## src/rtl/dmem_pkg.sv

```systemverilog
// Shared size codes, FSM encodings and the access-legality check for the
// data-memory arbiter.
package dmem_pkg;

  localparam logic [1:0] SZ_B   = 2'b00;
  localparam logic [1:0] SZ_H   = 2'b01;
  localparam logic [1:0] SZ_W   = 2'b10;
  localparam logic [1:0] SZ_RSV = 2'b11;

  localparam logic [1:0] S_IDLE   = 2'd0;
  localparam logic [1:0] S_ACCESS = 2'd1;
  localparam logic [1:0] S_WRITE  = 2'd2;
  localparam logic [1:0] S_RESP   = 2'd3;

  typedef struct packed {
    logic       id;
    logic       we;
    logic [1:0] size;
    logic       uns;
  } req_ctl_t;

  // Alignment is judged on the low address bits; range is resolved by the caller.
  function automatic logic access_err(input logic [1:0] lo, input logic [1:0] size,
                                      input logic out_of_range);
    logic bad;
    bad = out_of_range;
    case (size)
      SZ_H:    bad = bad | lo[0];
      SZ_W:    bad = bad | (lo != 2'b00);
      SZ_RSV:  bad = 1'b1;
      default: bad = bad;
    endcase
    return bad;
  endfunction

endpackage

```

## src/rtl/dmem_lane_align.sv

```systemverilog
// Byte/halfword lane handling: load extract with sign/zero extension and
// store merge of a sub-word into a full memory word.
module dmem_lane_align
  import dmem_pkg::*;
(
  input  logic [31:0] word_i,
  input  logic [31:0] wdata_i,
  input  logic [1:0]  lo_i,
  input  logic [1:0]  size_i,
  input  logic        uns_i,
  output logic [31:0] rdata_o,
  output logic [31:0] merged_o
);

  logic [7:0]  byte_sel;
  logic [15:0] half_sel;

  assign byte_sel = word_i[{lo_i, 3'b000} +: 8];
  assign half_sel = word_i[{lo_i[1], 4'b0000} +: 16];

  always_comb begin
    case (size_i)
      SZ_B:    rdata_o = uns_i ? {24'd0, byte_sel} : {{24{byte_sel[7]}}, byte_sel};
      SZ_H:    rdata_o = uns_i ? {16'd0, half_sel} : {{16{half_sel[15]}}, half_sel};
      default: rdata_o = word_i;
    endcase
  end

  always_comb begin
    merged_o = word_i;
    case (size_i)
      SZ_B:    merged_o[{lo_i, 3'b000} +: 8]     = wdata_i[7:0];
      SZ_H:    merged_o[{lo_i[1], 4'b0000} +: 16] = wdata_i[15:0];
      default: merged_o = wdata_i;
    endcase
  end

endmodule

```

## src/rtl/dmem_arbiter.sv

```systemverilog
// Two-port round-robin arbiter and access sequencer for the word-wide data
// memory; sub-word stores are done as read-modify-write.
module dmem_arbiter
  import dmem_pkg::*;
#(
  parameter int MEM_BYTES = 2048,
  parameter int ADDR_W    = 32
) (
  input  logic                clk,
  input  logic                rst_n,
  input  logic [1:0]          req_valid,
  output logic [1:0]          req_ready,
  input  logic [1:0]          req_we,
  input  logic [3:0]          req_size,
  input  logic [1:0]          req_uns,
  input  logic [2*ADDR_W-1:0] req_addr,
  input  logic [63:0]         req_wdata,
  output logic [1:0]          rsp_valid,
  output logic [31:0]         rsp_rdata,
  output logic                rsp_err,
  output logic [ADDR_W-1:0]   mem_addr,
  output logic [31:0]         mem_wd,
  output logic                mem_we,
  input  logic [31:0]         mem_rd
);

  logic [1:0]        state_q, state_d;
  logic              rr_last_q, rr_last_d;
  req_ctl_t          ctl_q, ctl_d;
  logic [ADDR_W-1:0] addr_q, addr_d;
  logic [31:0]       wdata_q, wdata_d;
  logic [31:0]       word_q, word_d;
  logic [31:0]       rdata_q, rdata_d;
  logic              err_q, err_d;

  logic [1:0]        size_arr  [2];
  logic [ADDR_W-1:0] addr_arr  [2];
  logic [31:0]       wdata_arr [2];

  generate
    for (genvar gi = 0; gi < 2; gi++) begin : g_port
      assign size_arr[gi]  = req_size[2*gi +: 2];
      assign addr_arr[gi]  = req_addr[ADDR_W*gi +: ADDR_W];
      assign wdata_arr[gi] = req_wdata[32*gi +: 32];
    end
  endgenerate

  // Grant exists only in IDLE; on contention the port that did not win last goes.
  logic [1:0] grant;
  logic       gsel;
  logic       xfer;

  always_comb begin
    grant = 2'b00;
    if (state_q == S_IDLE) begin
      if (req_valid == 2'b11) grant = rr_last_q ? 2'b01 : 2'b10;
      else                    grant = req_valid;
    end
  end

  assign gsel      = grant[1];
  assign xfer      = rst_n && (grant != 2'b00);
  assign req_ready = rst_n ? grant : 2'b00;

  logic [ADDR_W-1:0] mem_base;
  logic              out_of_range;
  logic              acc_err;
  logic [31:0]       align_word;
  logic [31:0]       load_data;
  logic [31:0]       merged;

  assign mem_base     = {addr_q[ADDR_W-1:2], 2'b00};
  assign out_of_range = mem_base > ADDR_W'(MEM_BYTES - 4);
  assign acc_err      = access_err(addr_q[1:0], ctl_q.size, out_of_range);
  assign align_word   = (state_q == S_WRITE) ? word_q : mem_rd;

  dmem_lane_align u_align (
    .word_i   (align_word),
    .wdata_i  (wdata_q),
    .lo_i     (addr_q[1:0]),
    .size_i   (ctl_q.size),
    .uns_i    (ctl_q.uns),
    .rdata_o  (load_data),
    .merged_o (merged)
  );

  logic              mem_we_c;
  logic [31:0]       mem_wd_c;
  logic [ADDR_W-1:0] mem_addr_c;

  always_comb begin
    state_d    = state_q;
    rr_last_d  = rr_last_q;
    ctl_d      = ctl_q;
    addr_d     = addr_q;
    wdata_d    = wdata_q;
    word_d     = word_q;
    rdata_d    = rdata_q;
    err_d      = err_q;
    mem_we_c   = 1'b0;
    mem_wd_c   = 32'd0;
    mem_addr_c = '0;
    case (state_q)
      S_IDLE: begin
        if (xfer) begin
          ctl_d.id   = gsel;
          ctl_d.we   = req_we[gsel];
          ctl_d.size = size_arr[gsel];
          ctl_d.uns  = req_uns[gsel];
          addr_d     = addr_arr[gsel];
          wdata_d    = wdata_arr[gsel];
          rdata_d    = 32'd0;
          err_d      = 1'b0;
          rr_last_d  = gsel;
          state_d    = S_ACCESS;
        end
      end
      S_ACCESS: begin
        mem_addr_c = mem_base;
        if (acc_err) begin
          err_d   = 1'b1;
          state_d = S_RESP;
        end else if (!ctl_q.we) begin
          rdata_d = load_data;
          state_d = S_RESP;
        end else if (ctl_q.size == SZ_W) begin
          mem_we_c = 1'b1;
          mem_wd_c = wdata_q;
          state_d  = S_RESP;
        end else begin
          word_d  = mem_rd;
          state_d = S_WRITE;
        end
      end
      S_WRITE: begin
        mem_addr_c = mem_base;
        mem_we_c   = 1'b1;
        mem_wd_c   = merged;
        state_d    = S_RESP;
      end
      default: state_d = S_IDLE;
    endcase
  end

  // Gating by rst_n keeps a reset landing mid-transaction from writing memory.
  assign mem_we   = rst_n & mem_we_c;
  assign mem_wd   = rst_n ? mem_wd_c : 32'd0;
  assign mem_addr = rst_n ? mem_addr_c : '0;

  logic rsp_active;
  assign rsp_active = rst_n && (state_q == S_RESP);
  assign rsp_valid  = rsp_active ? (ctl_q.id ? 2'b10 : 2'b01) : 2'b00;
  assign rsp_rdata  = rsp_active ? rdata_q : 32'd0;
  assign rsp_err    = rsp_active & err_q;

  always_ff @(posedge clk) begin
    if (!rst_n) begin
      state_q   <= S_IDLE;
      rr_last_q <= 1'b1;
      ctl_q     <= '0;
      addr_q    <= '0;
      wdata_q   <= 32'd0;
      word_q    <= 32'd0;
      rdata_q   <= 32'd0;
      err_q     <= 1'b0;
    end else begin
      state_q   <= state_d;
      rr_last_q <= rr_last_d;
      ctl_q     <= ctl_d;
      addr_q    <= addr_d;
      wdata_q   <= wdata_d;
      word_q    <= word_d;
      rdata_q   <= rdata_d;
      err_q     <= err_d;
    end
  end

endmodule

```

## config.mk

```make
export PLATFORM = sky130hd
export DESIGN_NAME = dmem_arbiter
export DESIGN_NICKNAME = d
export VERILOG_FILES = /design/src/rtl/dmem_pkg.sv /design/src/rtl/dmem_lane_align.sv /design/src/rtl/dmem_arbiter.sv
export SDC_FILE = /design/constraint.sdc
export NUM_CORES = 1
export LEC_CHECK = 0
export ABC_AREA = 1
export BUFFER_PORTS_ARGS = -buffer_cell sky130_fd_sc_hd__buf_4
export CORE_MARGIN = 4
export CORE_UTILIZATION = 42
export DETAILED_ROUTE_END_ITERATION = 8
export PLACE_DENSITY_LB_ADDON = 0.3
export SLEW_MARGIN = 20
export SYNTH_ARGS = -nofsm -noshare
export SYNTH_HDL_FRONTEND = slang
export SYNTH_HIERARCHICAL = 1
export SYNTH_SLANG_ARGS = --single-unit
```

## constraint.sdc

```tcl
create_clock -name clk -period 3.1 [get_ports clk]
set_input_delay 0.465 -clock clk [delete_from_list [all_inputs] [get_ports clk]]
set_output_delay 0.465 -clock clk [all_outputs]
set_load 0.05 [all_outputs]
```

==> results.ini <==
[setup_path]
rrSetupSlack_ps = 450
required_ps = 2630
start_kind = flop
worstPathArrival_ps = 2570
r2r_cells = 14
r2r-end = rdata_q[23]$_SDFFE_PN0P_
reg2reg_from = state_q[0]$_SDFFE_PN0P_
worstSetupEndpoint = mem_wd[26]
cp-end-kind = output port
crit_start = state_q[0]$_SDFFE_PN0P_
crit_type = reg -> out
crit_fanout = 10

[synth]
ys_warn_count = 6
synth.avg_cell_area_um2 = 5.69
synthCells = 1604
yosys.area.top_type_share_pct = 30.0
synth_seq_cells = 137
ys_types = 36
yosysTopAreaCell = dfxtp_1
ys_seq_area_share_pct = 30.0
mappedNetlistArea_mm2 = 0.00913
synthTopCellsByArea = dfxtp_1 (30%), nand2_1 (24%), nor2_1 (9.1%)

[detailed_routing]
vias = 10800
wl_per_cell_um = 15.6
routed_wl_um = 33000
routed_via_density = 5.08
drt_first_iter_violations = 1009
remaining_drc_errors = 0
ant_nets = 0
firstDrtPassIters = 6

[worst_hold_path]
min_from = mem_rd[3]
hp-class = in -> reg

[global_routing]
antenna_found_initial = 0
use_met1_pct = 34.5
first_global_vias = 9835
grt_max_degree = 69
busiest_layer = met2
grt_use_met2_pct = 42.3
grt_pass1_wl_um = 51300
gr-total-overflow = 0
grtUsageTotal_pct = 26.2
grtUsageMet3_pct = 6.26

[clock_network]
cts_buffer_depth = 2
path_clk_slew_ps = 60
h-tree-depth = 4
insertion_delay_ps = 430
cts.sink_count = 137
root_buffer = clkbuf_16
cts_made_buffers = 17
cts_tree = built

[placed_design]
dp_hpwl_um = 24700
place_inst = 2081
post-place-ws_ps = 103
io_buffers = 271
dpl_cell_area_mm2 = 0.0114
gp_congestion = 0.936

[run]
drv_cap = 0

[cells_and_area]
final_cell_count_no_fill = 2120
drive_gt1_share_pct = 22.8
final_common_cell = nand2_1
utilization_pct = 58.1
nNetsFinal = 2016
final_cell_mix = nand2_1 (577), buf_4 (301), nor2_1 (219), inv_1 (139), dfxtp_1 (134)
fin_area_mm2 = 0.0123
diodes = 0
area_growth_pct = 35.1

[timing]
finalSetupTns_ps = 0
finalSetupViolCount = 0
finalHoldViolations = 0
fmaxAchievable_mhz = 329
maxSlewHeadroom_pct = 52.4
worst_pin_slew_ps = 706
fin_ws_ps = 61.4
slew_viol_final = 0
min_period_ps = 3040
fin_worst_skew_ps = 11.2
post-route-period-util_pct = 98.0

[power]
powerDensity_mw_per_mm2 = 753
vdd_drop_max_mv = 0.411
leakagePower_nw = 5.99

[die]
start_util_pct = 43.0
io_pins = 274
fp.dieH_um = 155
die_area_mm2 = 0.0242
num_rows = 53
core_area_mm2 = 0.0212
die_w_um = 155

[status]
status = completed

==> routing by layer <==
metal,up-vias,part of all wire (%),wire [um]
met5,-,0,0
met4,0,2.7,902
met3,52,7.4,2450
met2,381,46,15300
met1,4832,44,14400
li1,5512,-,-
==> registers in the layout, summed over array words and instances, names as in the netlist <==
signal,count
addr_q,32
ctl_q,5
err_q,1
rdata_q,32
rr_last_q,1
state_q,2
wdata_q,32
word_q,32
==> area by class of cell <==
| class | count | area, um^2 |
|---|---|---|
| Inverter | 151 | 574 |
| Multi-Input combinational cell | 1207 | 5500 |
| Timing Repair Buffer | 317 | 2520 |
| Timing Repair inverter | 1 | 7.51 |
| Fill cell | 2127 | 8890 |
| Clock buffer | 17 | 425 |
| Clock inverter | 15 | 215 |
| Tap cell | 275 | 344 |
| Sequential cell | 137 | 2750 |
==> Yosys cell counts, drive strengths merged <==
master,count
a21oi,45
clkbuf,79
or2,1
o211ai,5
a31oi,68
nand2,591
a22oi,1
ha,12
nand4,5
buf,31
nor2,226
dfxtp,137
clkinv,3
o21ai,129
a21boi,3
conb,1
nand3,114
o21a,1
o22ai,4
inv,148
==> critical path: stages, from the launching register on <==
cell and delay [ps]:
dfxtp_2 340, inv_2 80, ha_4 180, clkinvlp_4 110, buf_12 150, buf_12 140
o21ai_1 190, inv_1 170, o22ai_1 180, nand2_1 70, nand2_1 80, nand2_1 80
a21oi_2 190, buf_6 180
==> logic make-up (layout without fill, tap and decap cells) <==
kind of cell / Yosys count / in the layout / synth area share (%)
compound gates: 256 / 256 / 15.7
simple gates: 937 / 937 / 41.1
fa+ha+maj: 12 / 12 / 1.64
buf+inv: 261 / 501 / 11.5
flops: 137 / 137 / 30.0
other cells: 1 / 2 / 0.0411
==> how the worst min path moves through the flow <==
stage                                         to  slack, ps  depth (start not counted)
after floorplan               err_q$_SDFFE_PN0P_        440                          2
after global routing      word_q[8]$_SDFFE_PN0P_        270                          3
after detailed placement      err_q$_SDFFE_PN0P_        460                          2
after global placement        err_q$_SDFFE_PN0P_        450                          2
final                     word_q[3]$_SDFFE_PN0P_        270                          3
after CTS                 word_q[5]$_SDFFE_PN0P_        260                          3
==> metrics by stage <==
stage          hold WS (ps)  total power, mW
2_1_floorplan           439             5.58
3_3_place_gp            452             6.77
3_5_place_dp            463             6.82
4_1_cts                 260             9.14
5_1_grt                 269             9.99
6_report                272             9.28
==> repair_timing <==
| item | in CTS | in global routing |
|---|---|---|
| gates cloned | 1 | 2 |
| hold buffers | 0 | 0 |
| pin swaps | 1 | 4 |
| setup endpoints to repair | 32 | 32 |
| buffers inserted | 1 | 3 |
| resized for setup | 34 | 43 |
==> report_power, final <==
| group | switching [mW] | internal, mW | leakage, nW | total (mW) |
|---|---|---|---|---|
| clock | 0.859 | 1.36 | 0.303 | 2.22 |
| sequential | 0.272 | 2.15 | 1.12 | 2.42 |
| combinational | 3.10 | 1.54 | 4.57 | 4.64 |
Note: power is estimated with default switching activity, not from simulation.
